--- src/rtl/cpu_pkg.sv ---
// Shared encodings for the multi-cycle 20-bit core: opcodes, instruction fields, FSM states.
package cpu_pkg;

    localparam int unsigned INSTR_W = 20;

    localparam logic [3:0] OP_ADD  = 4'h0;
    localparam logic [3:0] OP_SUB  = 4'h1;
    localparam logic [3:0] OP_AND  = 4'h2;
    localparam logic [3:0] OP_OR   = 4'h3;
    localparam logic [3:0] OP_XOR  = 4'h4;
    localparam logic [3:0] OP_ADDI = 4'h5;
    localparam logic [3:0] OP_LDI  = 4'h6;
    localparam logic [3:0] OP_LD   = 4'h7;
    localparam logic [3:0] OP_ST   = 4'h8;
    localparam logic [3:0] OP_JMP  = 4'h9;
    localparam logic [3:0] OP_BEQ  = 4'hA;
    localparam logic [3:0] OP_BNE  = 4'hB;
    localparam logic [3:0] OP_JR   = 4'hC;
    localparam logic [3:0] OP_NOPD = 4'hD;
    localparam logic [3:0] OP_NOPE = 4'hE;
    localparam logic [3:0] OP_HALT = 4'hF;

    localparam int unsigned OP_MSB    = 19;
    localparam int unsigned OP_LSB    = 16;
    localparam int unsigned RD_LSB    = 12;
    localparam int unsigned RS1_LSB   = 8;
    localparam int unsigned RS2_LSB   = 4;
    localparam int unsigned IMM8_MSB  = 7;
    localparam int unsigned IMM12_MSB = 11;

    typedef enum logic [1:0] {
        StFetch,
        StExec,
        StMem,
        StHalt
    } state_e;

    // Wide enough for any sane DATA_W; callers truncate with a size cast.
    localparam int unsigned SEXT_W = 64;

    function automatic logic [SEXT_W-1:0] sext8(input logic [7:0] imm8,
                                                input int unsigned data_w);
        logic [SEXT_W-1:0] r;
        r = '0;
        for (int unsigned i = 0; i < 8; i++) begin
            r[i] = imm8[i];
        end
        for (int unsigned i = 8; i < SEXT_W; i++) begin
            if (i < data_w) begin
                r[i] = imm8[7];
            end
        end
        return r;
    endfunction

endpackage

--- src/rtl/cpu_regfile.sv ---
// NREG x DATA_W register file: two async read ports, one sync write port, R0 hard zero.
module cpu_regfile #(
    parameter int unsigned DATA_W = 20,
    parameter int unsigned NREG   = 16,
    localparam int unsigned RW    = $clog2(NREG)
) (
    input  logic              clk_i,
    input  logic              rst_i,
    input  logic [RW-1:0]     ra_addr_i,
    output logic [DATA_W-1:0] ra_data_o,
    input  logic [RW-1:0]     rb_addr_i,
    output logic [DATA_W-1:0] rb_data_o,
    input  logic              we_i,
    input  logic [RW-1:0]     wa_i,
    input  logic [DATA_W-1:0] wd_i
);

    logic [DATA_W-1:0] regs_q [NREG];

    // Clear on reset; writes to R0 are dropped so it stays zero.
    always_ff @(posedge clk_i or posedge rst_i) begin
        if (rst_i) begin
            regs_q <= '{default: '0};
        end else if (we_i && (wa_i != '0)) begin
            regs_q[wa_i] <= wd_i;
        end
    end

    // Asynchronous reads with R0 forced to zero.
    always_comb begin
        ra_data_o = (ra_addr_i == '0) ? '0 : regs_q[ra_addr_i];
        rb_data_o = (rb_addr_i == '0) ? '0 : regs_q[rb_addr_i];
    end

endmodule

--- src/rtl/cpu_core_mc.sv ---
// Multi-cycle core: FETCH -> EXEC (-> MEM for loads) with a req/valid instruction port.
module cpu_core_mc
    import cpu_pkg::*;
#(
    parameter int unsigned DATA_W     = 20,
    parameter int unsigned ADDR_W     = 12,
    parameter int unsigned NREG       = 16,
    parameter int unsigned DMEM_DEPTH = 64,
    parameter int unsigned RESET_PC   = 0,
    parameter int unsigned CNT_W      = 32
) (
    input  logic               clk,
    input  logic               rst,
    output logic               imem_req,
    output logic [ADDR_W-1:0]  imem_addr,
    input  logic               imem_valid,
    input  logic [INSTR_W-1:0] imem_rdata,
    output logic [ADDR_W-1:0]  pc_out,
    output logic               halted,
    output logic               retire,
    output logic [CNT_W-1:0]   retire_cnt
);

    localparam int unsigned RW = $clog2(NREG);
    localparam int unsigned DW = $clog2(DMEM_DEPTH);

    state_e             state_q;
    logic [ADDR_W-1:0]  pc_q;
    logic [INSTR_W-1:0] ir_q;
    logic               retire_q;
    logic               halted_q;
    logic [CNT_W-1:0]   cnt_q;

    // Zeroed at simulation start only; reset deliberately leaves contents intact.
    logic [DATA_W-1:0]  dmem [DMEM_DEPTH] = '{default: '0};
    logic [DATA_W-1:0]  mem_rdata_q;

    logic [3:0]         op;
    logic [RW-1:0]      rd_idx, rs1_idx, rs2_idx, rb_idx;
    logic [7:0]         imm8;
    logic [11:0]        imm12;
    logic [DATA_W-1:0]  a_val, b_val, alu_res, rf_wd;
    logic [ADDR_W-1:0]  pc_inc, pc_exec;
    logic               rf_we;

    assign op      = ir_q[OP_MSB:OP_LSB];
    assign rd_idx  = ir_q[RD_LSB +: RW];
    assign rs1_idx = ir_q[RS1_LSB +: RW];
    assign rs2_idx = ir_q[RS2_LSB +: RW];
    assign imm8    = ir_q[IMM8_MSB:0];
    assign imm12   = ir_q[IMM12_MSB:0];

    // ST and the branches read rd as their second operand instead of rs2.
    assign rb_idx = (op == OP_ST || op == OP_BEQ || op == OP_BNE) ? rd_idx : rs2_idx;

    assign rf_we = ((state_q == StExec) && (op <= OP_LDI)) || (state_q == StMem);
    assign rf_wd = (state_q == StMem) ? mem_rdata_q : alu_res;

    cpu_regfile #(
        .DATA_W (DATA_W),
        .NREG   (NREG)
    ) u_regfile (
        .clk_i     (clk),
        .rst_i     (rst),
        .ra_addr_i (rs1_idx),
        .ra_data_o (a_val),
        .rb_addr_i (rb_idx),
        .rb_data_o (b_val),
        .we_i      (rf_we),
        .wa_i      (rd_idx),
        .wd_i      (rf_wd)
    );

    // ALU result and next PC for the instruction held in ir_q.
    always_comb begin
        alu_res = '0;
        pc_inc  = pc_q + ADDR_W'(1);
        pc_exec = pc_inc;
        case (op)
            OP_ADD:  alu_res = a_val + b_val;
            OP_SUB:  alu_res = a_val - b_val;
            OP_AND:  alu_res = a_val & b_val;
            OP_OR:   alu_res = a_val | b_val;
            OP_XOR:  alu_res = a_val ^ b_val;
            OP_ADDI: alu_res = a_val + DATA_W'(sext8(imm8, DATA_W));
            OP_LDI:  alu_res = DATA_W'(imm8);
            OP_JMP:  pc_exec = ADDR_W'(imm12);
            OP_BEQ:  if (b_val == a_val) pc_exec = ADDR_W'(imm8);
            OP_BNE:  if (b_val != a_val) pc_exec = ADDR_W'(imm8);
            OP_JR:   pc_exec = ADDR_W'(a_val);
            default: ;
        endcase
    end

    // Data RAM: synchronous write for ST, registered read for LD.
    always_ff @(posedge clk) begin
        if (state_q == StExec && op == OP_ST) begin
            dmem[a_val[DW-1:0]] <= b_val;
        end
        if (state_q == StExec && op == OP_LD) begin
            mem_rdata_q <= dmem[a_val[DW-1:0]];
        end
    end

    // Main sequencer with registered retire/halted outputs.
    always_ff @(posedge clk or posedge rst) begin
        if (rst) begin
            state_q  <= StFetch;
            pc_q     <= ADDR_W'(RESET_PC);
            ir_q     <= '0;
            retire_q <= 1'b0;
            halted_q <= 1'b0;
            cnt_q    <= '0;
        end else begin
            retire_q <= 1'b0;
            case (state_q)
                StFetch: begin
                    if (imem_valid) begin
                        ir_q    <= imem_rdata;
                        state_q <= StExec;
                    end
                end
                StExec: begin
                    if (op == OP_LD) begin
                        state_q <= StMem;
                    end else if (op == OP_HALT) begin
                        retire_q <= 1'b1;
                        cnt_q    <= cnt_q + CNT_W'(1);
                        halted_q <= 1'b1;
                        state_q  <= StHalt;
                    end else begin
                        retire_q <= 1'b1;
                        cnt_q    <= cnt_q + CNT_W'(1);
                        pc_q     <= pc_exec;
                        state_q  <= StFetch;
                    end
                end
                StMem: begin
                    retire_q <= 1'b1;
                    cnt_q    <= cnt_q + CNT_W'(1);
                    pc_q     <= pc_inc;
                    state_q  <= StFetch;
                end
                default: ;
            endcase
        end
    end

    // Request is masked while reset is held even though the state is already FETCH.
    assign imem_req   = (state_q == StFetch) && !rst;
    assign imem_addr  = pc_q;
    assign pc_out     = pc_q;
    assign halted     = halted_q;
    assign retire     = retire_q;
    assign retire_cnt = cnt_q;

endmodule

--- config.mk ---
export PLATFORM = sky130hd
export DESIGN_NAME = cpu_core_mc
export DESIGN_NICKNAME = d
export VERILOG_FILES = /design/src/rtl/cpu_pkg.sv /design/src/rtl/cpu_regfile.sv /design/src/rtl/cpu_core_mc.sv
export SDC_FILE = /design/constraint.sdc
export NUM_CORES = 2
export LEC_CHECK = 0
export CORE_MARGIN = 2
export CORE_UTILIZATION = 50
export CTS_BUF_LIST = sky130_fd_sc_hd__clkbuf_16
export CTS_CLUSTER_DIAMETER = 60
export DETAILED_ROUTE_END_ITERATION = 8
export GPL_TIMING_DRIVEN = 1
export PLACE_DENSITY = 0.66
export SYNTH_ARGS = -nofsm -noshare
export SYNTH_HDL_FRONTEND = slang
export SYNTH_HIERARCHICAL = 1
export SYNTH_SLANG_ARGS = --single-unit
export TNS_END_PERCENT = 100
--- constraint.sdc ---
create_clock -name clk -period 22.5 [get_ports clk]
set_input_delay 4.5 -clock clk [delete_from_list [all_inputs] [get_ports clk]]
set_output_delay 4.5 -clock clk [all_outputs]
set_load 0.05 [all_outputs]
==> results.json <==
{
  "cts.repair.resized": 0,
  "cp_data_required_time_ps": 18000,
  "seq_area_frac_synth_pct": 68.89,
  "fp.coreArea_um2": 139400,
  "hold_class": "reg2reg",
  "syn_nets": 4498,
  "grt_pass1_wl_um": 285900,
  "num_vias": 42810,
  "ys_types": 78,
  "cap_violations": 0,
  "worst_ep_arrival_time_ps": 6010,
  "numCtsBuffers": 169,
  "drc": 0,
  "grt.overflow.total": 0,
  "worst_slack_ps": 11990,
  "drt-total-wl_um": 196500,
  "ant_nets": 0,
  "hold_depth": 0,
  "grt_pass1_vias": 41370,
  "cts-root-buf": "clkbuf_16",
  "via_per_inst": 6.561,
  "io_buffer_count": 81,
  "cts_tree": "yes",
  "drt_iter0_drc": 5035,
  "synth_area_leaders": "edfxtp_1 56%, dfrtp_1 13%, mux2_2 6.4%, a22oi_1 5.4%, mux4_2 2.8%",
  "cts_hold_buf": 0,
  "hold_viol_final": 0,
  "yosysTopAreaCellShare_pct": 55.68,
  "grt_max_degree": 100,
  "finalCritPeriodShare_pct": 46.72,
  "status": "finished, final reports clean",
  "top_layer": "met5",
  "synth_cells": 4388,
  "max_clock_freq_mhz": 95.13,
  "critical_path_class": "in2out",
  "setup_viol": 0,
  "drive_gt1_share_pct": 21.93,
  "gp_congestion": 0.8780,
  "syn_area_um2": 70110,
  "io_pins": 82,
  "hpwl_um": 109200,
  "routedWlPerCell_um": 30.11,
  "regToRegEndpoint": "u_regfile/regs_q[178]",
  "final_nets": 4616,
  "synth_seq_cells": 1670,
  "dieWidth_um": 378.5,
  "synth.yosys.warnings": 6,
  "synth-edff-count": 1300,
  "wl_met1_um": 81470,
  "drt_first_pass_iters": 6,
  "cp-start-kind": "input pin",
  "dieArea_um2": 143200,
  "yosysTopAreaCell": "edfxtp_1",
  "r2r_slack_ps": 14330,
  "critPathLaunch": "rst",
  "start_util_pct": 50.31,
  "syn2layout_area_growth_pct": 12.73,
  "post_cts_buffers": 0,
  "dp_cells": 6211,
  "rows": 137,
  "r2r.worst_path.cells": 22,
  "worstMarginPinSlew_ps": 1382,
  "hold_start": "u_regfile/regs_q[306]",
  "crit-reg2reg-launch": "ir_q[19]",
  "skew_ps": 62.65,
  "timing.slew.headroom_pct": 6.997,
  "async_reset_ff_share_pct": 22.16,
  "synth_top_flop_cell": "edfxtp_1",
  "post-place-ws_ps": 11990,
  "cts.path.max_buffers": 3,
  "clk_pin_slew_ps": 60,
  "cp-end-kind": "output port",
  "crit_fanout": 3,
  "min_period_ps": 10510,
  "clkSinkCount": 1670,
  "grt_antenna_before_repair": 4,
  "met2WireLength_um": 89230,
  "met3_length_um": 19580,
  "grt_setup_unrepaired": "false",
  "die_h_um": 378.5,
  "final.setup.tns_ps": 0,
  "htree_levels": 4,
  "maxSlewViolCount": 0,
  "hold_path_end": "u_regfile/regs_q[306]",
  "grt_usage_pct": 27.39,
  "insertion_delay_ps": 820,
  "syn_avg_cell_area_um2": 15.98,
  "stdcell_count": 6525
}
cell usage in the layout (no fill, tap or decap), types with 91 or more instances in the layout:
master,synthesis,routed
a21oi_1,91,91
a221oi_1,115,115
a22oi_1,506,506
buf_4,18,178
clkbuf_16,0,171
dfrtp_1,370,366
edfxtp_1,1300,1300
inv_1,81,129
mux2_2,399,395
nand2_1,126,126
area by class of cell:
class,count,area (um^2)
clock buffers,171,4279
multi-input cells,2318,20600
fillers,10650,60330
well taps,1876,2347
inverters,84,322.8
clock inverters,141,942.2
diodes,2,5.005
flip-flops and latches,1670,48310
repair buffers,263,2227
worst max-delay path, cell delays in order:
cell             delay [ps]
clkdlybuf4s50_1         540
nor2b_1                 160
clkdlybuf4s50_1         810
cells in the mapped netlist, types with 7 or more instances:
| cell | count |
|---|---|
| a21o_1 | 7 |
| dfrtp_1 | 370 |
| a22oi_1 | 506 |
| o211ai_1 | 7 |
| o31ai_1 | 38 |
| nor2b_1 | 58 |
| ha_1 | 85 |
| a22o_1 | 73 |
| a221oi_1 | 115 |
| o21ai_0 | 73 |
| mux4_2 | 86 |
| nor3_1 | 17 |
| buf_6 | 12 |
| mux2_2 | 399 |
| a41oi_1 | 75 |
| nor4_1 | 42 |
| nand2b_1 | 16 |
| a211oi_1 | 7 |
| o21bai_1 | 12 |
| nand3_1 | 55 |
| mux4_1 | 33 |
| nand2_1 | 126 |
| and3_1 | 9 |
| buf_1 | 55 |
| xor2_1 | 10 |
| a21oi_1 | 91 |
| nor2_1 | 128 |
| buf_2 | 114 |
| clkbuf_1 | 117 |
| edfxtp_1 | 1300 |
| nor3_2 | 7 |
| a31oi_1 | 80 |
| buf_4 | 18 |
| inv_1 | 81 |
| a32oi_1 | 7 |
| nand4_1 | 24 |
| xnor2_1 | 45 |
how the worst max path moves through the flow:
stage / to / cells after the start / slack, ps
5_1_grt: imem_req / 3 / 11930
6_report: imem_req / 3 / 11990
2_1_floorplan: u_regfile/regs_q[0] / 1 / 9650
3_5_place_dp: imem_req / 3 / 11990
3_3_place_gp: imem_req / 3 / 11990
4_1_cts: imem_req / 3 / 11980
layer usage:
layer	global-route usage [%]	up-vias
met5	0	-
met4	8.975	4
met3	6.227	356
met2	41.69	2219
met1	39.11	22220
li1	-	18020
flip-flops by register name, indices dropped and copies added, names as in the netlist:
signal and flops:
state_q 2, retire 1, imem_addr 12, ir_q 20, halted 1, dmem 1280, u_regfile/regs_q 302, retire_cnt 32
mem_rdata_q 20
cell families after synthesis:
family	after synthesis	share of synthesized area [%]
flip-flops	1670	68.89
adder cells (fa/ha/maj)	87	1.574
buffers and inverters	400	2.570
AO/OA/AOI/OAI	1130	12.02
XOR/XNOR	55	0.6871
AND/OR/NAND/NOR	518	3.700
multiplexers	528	10.56
through the flow:
stage | utilization [%] | instance area (um^2) | hold slack (ps)
after floorplan | - | 70110 | 424.6
after global placement | 52.96 | 73810 | 364.7
after detailed placement | 52.96 | 73810 | 367.4
after CTS | 56.71 | 79030 | 381.7
after global routing | 56.71 | 79030 | 401.9
final | 56.71 | 79030 | 381.9
Power is left out: the tool's default activity adds up to more than one toggle a clock period on the data nets, which glitch-free logic cannot reach.
